===== src/rtl/clock_ctrl_pkg.sv =====
// Shared types and parameter checks for the global clock CEN sequencer.
package clock_ctrl_pkg;

  localparam int CNT_W = 8;

  typedef enum logic [1:0] {
    OFF  = 2'd0,
    WAKE = 2'd1,
    ON   = 2'd2,
    HOLD = 2'd3
  } state_e;

  function automatic bit params_ok(input int n_req, input int wake_cyc, input int hold_cyc);
    return (n_req >= 1) && (n_req <= 8) &&
           (wake_cyc >= 1) && (wake_cyc <= 255) &&
           (hold_cyc >= 0) && (hold_cyc <= 255);
  endfunction

endpackage


===== src/rtl/clock_cen_timer.sv =====
// Loadable down-counter shared by the wake-up settle and hold-off phases.
module clock_cen_timer
  import clock_ctrl_pkg::*;
(
  input  logic             clk,
  input  logic             rst_n,
  input  logic             load,
  input  logic [CNT_W-1:0] load_val,
  input  logic             dec,
  output logic             zero
);

  logic [CNT_W-1:0] cnt_q;

  always_ff @(posedge clk or negedge rst_n) begin
    if (!rst_n)    cnt_q <= '0;
    else if (load) cnt_q <= load_val;
    else if (dec)  cnt_q <= cnt_q - 1'b1;
  end

  assign zero = (cnt_q == '0);

endmodule


===== src/rtl/clock_cen_sequencer.sv =====
// OR-combines requester clock needs into CEN of one CLOCK cell, granting
// each requester only once the clock has settled.
module clock_cen_sequencer
  import clock_ctrl_pkg::*;
#(
  parameter int N_REQ    = 4,
  parameter int WAKE_CYC = 8,
  parameter int HOLD_CYC = 16
) (
  input  logic             CLK,
  input  logic             RST_N,
  input  logic [N_REQ-1:0] REQ,
  input  logic             FORCE_ON,
  output logic [N_REQ-1:0] GNT,
  output logic             CEN,
  output logic             BUSY
);

  if (!params_ok(N_REQ, WAKE_CYC, HOLD_CYC)) begin : g_bad_params
    $error("clock_cen_sequencer: parameter out of range");
  end

  state_e           state_q, state_d;
  logic             cen_d, busy_d;
  logic [N_REQ-1:0] gnt_d;
  logic             any_req;
  logic             t_load, t_dec, t_zero;
  logic [CNT_W-1:0] t_load_val;

  assign any_req = (|REQ) | FORCE_ON;

  clock_cen_timer u_timer (
    .clk      (CLK),
    .rst_n    (RST_N),
    .load     (t_load),
    .load_val (t_load_val),
    .dec      (t_dec),
    .zero     (t_zero)
  );

  always_comb begin
    state_d    = state_q;
    cen_d      = CEN;
    t_load     = 1'b0;
    t_load_val = '0;
    t_dec      = 1'b0;
    case (state_q)
      OFF: if (any_req) begin
        state_d    = WAKE;
        cen_d      = 1'b1;
        t_load     = 1'b1;
        t_load_val = CNT_W'(WAKE_CYC - 1);
      end
      // A wake sequence always runs to completion so CEN cannot glitch.
      WAKE: if (t_zero) state_d = ON;
            else        t_dec   = 1'b1;
      ON: if (!any_req) begin
        if (HOLD_CYC == 0) begin
          state_d = OFF;
          cen_d   = 1'b0;
        end else begin
          state_d    = HOLD;
          t_load     = 1'b1;
          t_load_val = CNT_W'(HOLD_CYC);
        end
      end
      HOLD: if (any_req) state_d = ON;
            else if (t_zero) begin
              state_d = OFF;
              cen_d   = 1'b0;
            end else t_dec = 1'b1;
      default: state_d = OFF;
    endcase
    gnt_d  = (state_q == ON) ? REQ : '0;
    busy_d = (state_d == WAKE) || (state_d == HOLD);
  end

  always_ff @(posedge CLK or negedge RST_N) begin
    if (!RST_N) begin
      state_q <= OFF;
      CEN     <= 1'b0;
      GNT     <= '0;
      BUSY    <= 1'b0;
    end else begin
      state_q <= state_d;
      CEN     <= cen_d;
      GNT     <= gnt_d;
      BUSY    <= busy_d;
    end
  end

endmodule

===== config.mk =====
export PLATFORM = sky130hd
export DESIGN_NAME = clock_cen_sequencer
export DESIGN_NICKNAME = d
export VERILOG_FILES = /design/src/rtl/clock_ctrl_pkg.sv /design/src/rtl/clock_cen_timer.sv /design/src/rtl/clock_cen_sequencer.sv
export SDC_FILE = /design/constraint.sdc
export NUM_CORES = 1
export LEC_CHECK = 0
export BUFFER_PORTS_ARGS = -buffer_cell sky130_fd_sc_hd__buf_2
export CORE_MARGIN = 2
export CORE_UTILIZATION = 57
export CTS_BUF_LIST = sky130_fd_sc_hd__clkbuf_2 sky130_fd_sc_hd__clkbuf_4 sky130_fd_sc_hd__clkbuf_8
export CTS_CLUSTER_DIAMETER = 120
export CTS_CLUSTER_SIZE = 20
export DETAILED_ROUTE_END_ITERATION = 12
export PLACE_DENSITY = 0.88
export SYNTH_ARGS = -nofsm -noshare
export SYNTH_HDL_FRONTEND = slang
export SYNTH_HIERARCHICAL = 1
export SYNTH_SLANG_ARGS = --single-unit
export TNS_END_PERCENT = 30

===== constraint.sdc =====
create_clock -name CLK -period 2.98 [get_ports CLK]
set_input_delay 0.298 -clock CLK [delete_from_list [all_inputs] [get_ports CLK]]
set_output_delay 0.298 -clock CLK [all_outputs]
set_load 0.02 [all_outputs]

Word-level counts from Yosys, hierarchy flattened
Cells that the tools add are included.
- register bits: 16
- output and inout port bits: 6
- bits in read-only memories: 0
- word-level logic and storage cells: 44
- bits in latches: 0
- bits in writable memories: 0
- memories kept: 0
- input bits: 7
- shifts and indexed selects: 0
- div/mod/pow operators: 0
- $lt $le $gt $ge: 0
- bitwise gates (word level): 1
- equal/unequal tests: 8
- $add $sub $neg: 1
- muxes and demuxes: 22
- multipliers: 0
- reduce and logical (&&, ||, !) cells: 7
- operators by type and width (cell ; count):
    $mux 8 ; 2
    $mux 2 ; 5
    $pmux 5 s2 ; 1
    $logic_not 8->1 ; 1
    $pmux 2 s4 ; 1
    $sub 8x1->8 const B ; 1
    $mux 1 ; 7
    $eq 2x2->1 const B ; 3
    $ne 2x2->1 const B ; 3
    $pmux 1 s2 ; 3
    $mux 5 ; 1
    $eq 2x1->1 const B ; 2
    $mux 4 ; 1
    $reduce_and 4->1 ; 1
    $reduce_bool 2->1 ; 2
    $reduce_or 4->1 ; 1
    $mux 3 ; 1
    $logic_not 2->1 ; 1
    $logic_or 1x1->1 ; 1
    $or 1x1->1 ; 1

Longest topological paths before layout
- depth after elaboration: 6
- mapped depth: 7
- mapped depth without buffers: 7

Modules after synthesis
The synthesis kept the hierarchy.
- by module, submodules not included (module ; sequential area each (um^2) ; area an instance (um^2) ; instances ; cells an instance):
    clock_cen_timer ; 200.2 ; 474.2 ; 1 ; 50
    clock_cen_sequencer ; 200.2 ; 375.4 ; 1 ; 33

Worst setup path after synthesis
OpenSTA, ideal clock, no wires.
- path kind: reg-to-reg
- start: register u_timer.cnt_q[0]
- end: register u_timer.cnt_q[5]
- buffers on the path: 0
- required time: 2.856 ns
- arrival time: 2.306 ns
- path slack: 0.550 ns
- setup time: 0.124 ns
- period minus slack after synthesis: 2.430 ns
- stages on the path, launching flop included: 8
- cell sequence: dfrtp_1 -> inv_1 -> ha_1 -> nor4b_1 -> nor3b_1 -> or4b_4 -> o31a_1 -> o31a_1
- word-level cells in the longest chain between the ends: 5
- elaborated cells between the ends (all ways): 8
- those cells by class: 1 x add/sub; 5 x mux; 2 x reduce/logical
- ends and longest elaborated chain (element ; line ; text):
    start: declaration ; clock_cen_timer.sv:13 ; logic [CNT_W-1:0] cnt_q;
    start signal: assignment ; clock_cen_timer.sv:17 ; else if (load) cnt_q <= load_val;
    start signal: assignment ; clock_cen_timer.sv:18 ; else if (dec) cnt_q <= cnt_q - 1'b1;
    $logic_not 8->1 * ; clock_cen_timer.sv:21 ; assign zero = (cnt_q == '0);
    named net t_zero ; clock_cen_sequencer.sv:27 ; logic t_load, t_dec, t_zero;
    $mux 1 * ; clock_cen_sequencer.sv:55, clock_cen_sequencer.sv:68 ;
    $mux 1 ; clock_cen_sequencer.sv:67 ; HOLD: if (any_req) state_d = ON;
    $pmux 1 s2 * ; clock_cen_sequencer.sv:47 ; case (state_q)
    named net t_dec ; clock_cen_sequencer.sv:27 ;
    $reduce_bool 2->1 (no source line) * ; - ;
Mark *: on every way through the listed nets, which the timed path passes. The rest lies on a longest branch. The select of a mux whose other input is x is not followed.
A chain may end at the register's enable or synchronous reset.

Worst setup path after layout
- start: register u_timer.cnt_q[3]
- end: register u_timer.cnt_q[5]
The elaborated chain is that of the path after synthesis.

==> impl_metrics.yaml <==
run_status:
  status: "complete, no violations"
clock_network:
  htree_num_levels: 1
  clk_latency_ns: 0.29
  cts_buffer_depth: 2
  numCtsBuffers: 3
  tritoncts: "done"
  cts_sinks: 16
  clock-root-buffer: "clkbuf_4"
  path_clk_slew_ns: 0.09
  cts_resized: 0
flow_run:
  maxCapViolations: 0
place:
  gp_congestion: 0.788
  port_buffers: 12
  dpl_cell_area_um2: 927
  dp_hpwl_um: 1130
  place_inst: 111
  dp_slack_ns: 0.399
cells_and_area:
  utilization_pct: 72.1
  finalNonFillerCells: 116
  syn2layout_area_growth_pct: 14.6
  fin_nets: 111
  layout_commonest_cell: "dfrtp_1"
  postLayoutCellArea_um2: 973
  drive_gt1_share_pct: 21.8
  fillers: 96
  most-common-layout-cells: "dfrtp_1 (16), buf_2 (12), nand2_1 (10)"
  num_antenna_cells: 0
routing:
  drc: 0
  vias_per_cell: 5.53
  drt-total-wl_um: 1500
  routedWlPerCell_um: 12.9
  firstDrtPassIters: 4
  ant_nets: 0
  drt_iter0_drc: 8
  vias: 641
global_route:
  grt_pass1_vias: 583
  grt_pass1_wl_um: 2490
  grt_overflow_total: 0
  antenna_found_initial: 0
  grt.total_usage_pct: 19.7
  grt_max_degree: 19
timing:
  finalCriticalPeriod_ns: 2.64
  worstMarginPinSlew_ns: 0.770
  skew_ns: 0.00146
  setup_viol: 0
  rsz0062_at_grt: "no"
  maxSlewViolCount: 0
  tns_ns: 0
  hold_viol_final: 0
  timing.hold.ws_ns: 0.227
  fin_crit_sh_pct: 88.6
  worst_slack_ns: 0.340
  clock.fmax_mhz: 379
  relSlewSlack_pct: 48.0
yosys:
  yosys_warnings: 6
  syn-cell-area_um2: 850
  ys.flop_type: "dfrtp_1"
  async_reset_ff_share_pct: 100
  synth_edf_count: 0
  yosys.cell_types.count: 34
  synth_cells: 83
  synth-seq-area-share_pct: 47.1
  syn_avg_cell_area_um2: 10.2
  synth_seq_cells: 16
worst_setup_path:
  cp_slowest_cell: "nor4b_1"
  cp.arrival_ns: 2.82
  cp.required_ns: 3.16
  path_depth: 6
  setup.worst_path.class: "reg2reg"
  cp_max_fo: 7
  critPathTopFamily: "simple AND/OR/NAND/NOR gates"
  max_stage_delay_ns: 0.67
  cp-start-kind: "register"
  path_buf_inv: 0
  reg2reg_depth: 6
  crit_chain: "or4_1, nor4b_1, nor3b_1, or4b_4, nor4_1, o31a_1"
  worst_setup_path_end_kind: "register"
power_and_ir_drop:
  powerDensity_nw_per_um2: 716
  leakagePower_nw: 0.441
  peakVddDrop_mv: 0.531
  power_uw: 697
floorplanning:
  core_um2: 1350
  num_rows: 13
  die_width_um: 42.6
  dieHeight_um: 42.6
  num_io_pins: 13
  start_util_pct: 62.9
  die-area_um2: 1820
worst_hold_path:
  hp-class: "in2reg"
  min_path_cells: 2
-- sequential cells by signal (all words and copies together), names as in the netlist --
| name | count |
|---|---|
| u_timer/cnt_q | 8 |
| BUSY | 1 |
| CEN | 1 |
| GNT | 4 |
| state_q | 2 |
-- logic make-up after synthesis --
logic type,Yosys count,synth area share (%)
adders and majority gates,2,2.95
and+or+nand+nor,38,28.7
other,1,0.441
buffers and inverters,4,2.36
xor gates and xnor gates,4,4.12
DFF,16,47.1
AOI/OAI and AO/OA,18,14.3
-- power by group --
group,internal (mW),switching [mW],leakage (nW)
clock network,0.0745,0.0684,0.0210
registers,0.280,0.0573,0.199
logic,0.105,0.112,0.221
-- synthesized netlist by cell type, drive strengths merged, types with 2 or more instances --
library cell	instances	share of area, %
a221oi	2	2.1
nand2	10	4.4
ha	2	2.9
a21oi	2	1.2
nor2b	3	3.1
nor3	2	2.5
inv	2	0.88
nor2	2	0.88
xnor2	2	2.1
o21ai	8	4.7
xor2	2	2.1
buf	2	1.5
o31a	2	2.1
or4	3	2.7
and3	2	1.5
dfrtp	16	47
and2	5	3.7
nand3	3	1.8
-- metal layers --
layer	track usage (%)	part of all wire [%]	wire length [um]
met5	0	0	0
met4	15.0	2.9	44
met3	4.31	5.1	77
met2	30.5	46	695
met1	23.6	45	682
-- cell type report --
class,count,area (um2),area share (%)
clock buffer,4,36.3,3.73
inverter,2,7.51,0.771
multi-input combinational,66,440,45.2
sequential,16,400,41.1
tap,15,18.8,1.93
timing repair buffer,13,70.1,7.20
-- path summary, 6_finish.rpt --
check	startpoint	end	slack, ns
setup / recovery	u_timer/cnt_q[3]	u_timer/cnt_q[5]	0.34
hold / removal	REQ[2]	GNT[2]	0.23
setup reg to reg	u_timer/cnt_q[3]	u_timer/cnt_q[5]	0.34
hold reg to reg	CEN	CEN	0.56
max in group asynchronous	RST_N	CEN	2.29
min in group asynchronous	RST_N	u_timer/cnt_q[6]	0.44
-- repair_timing --
item                                   4_1_cts  5_1_grt
endpoints found under the hold margin       16        0
hold buffers                                 1        0
setup buffers                                0        0
Power figures use the tool's default switching activity.
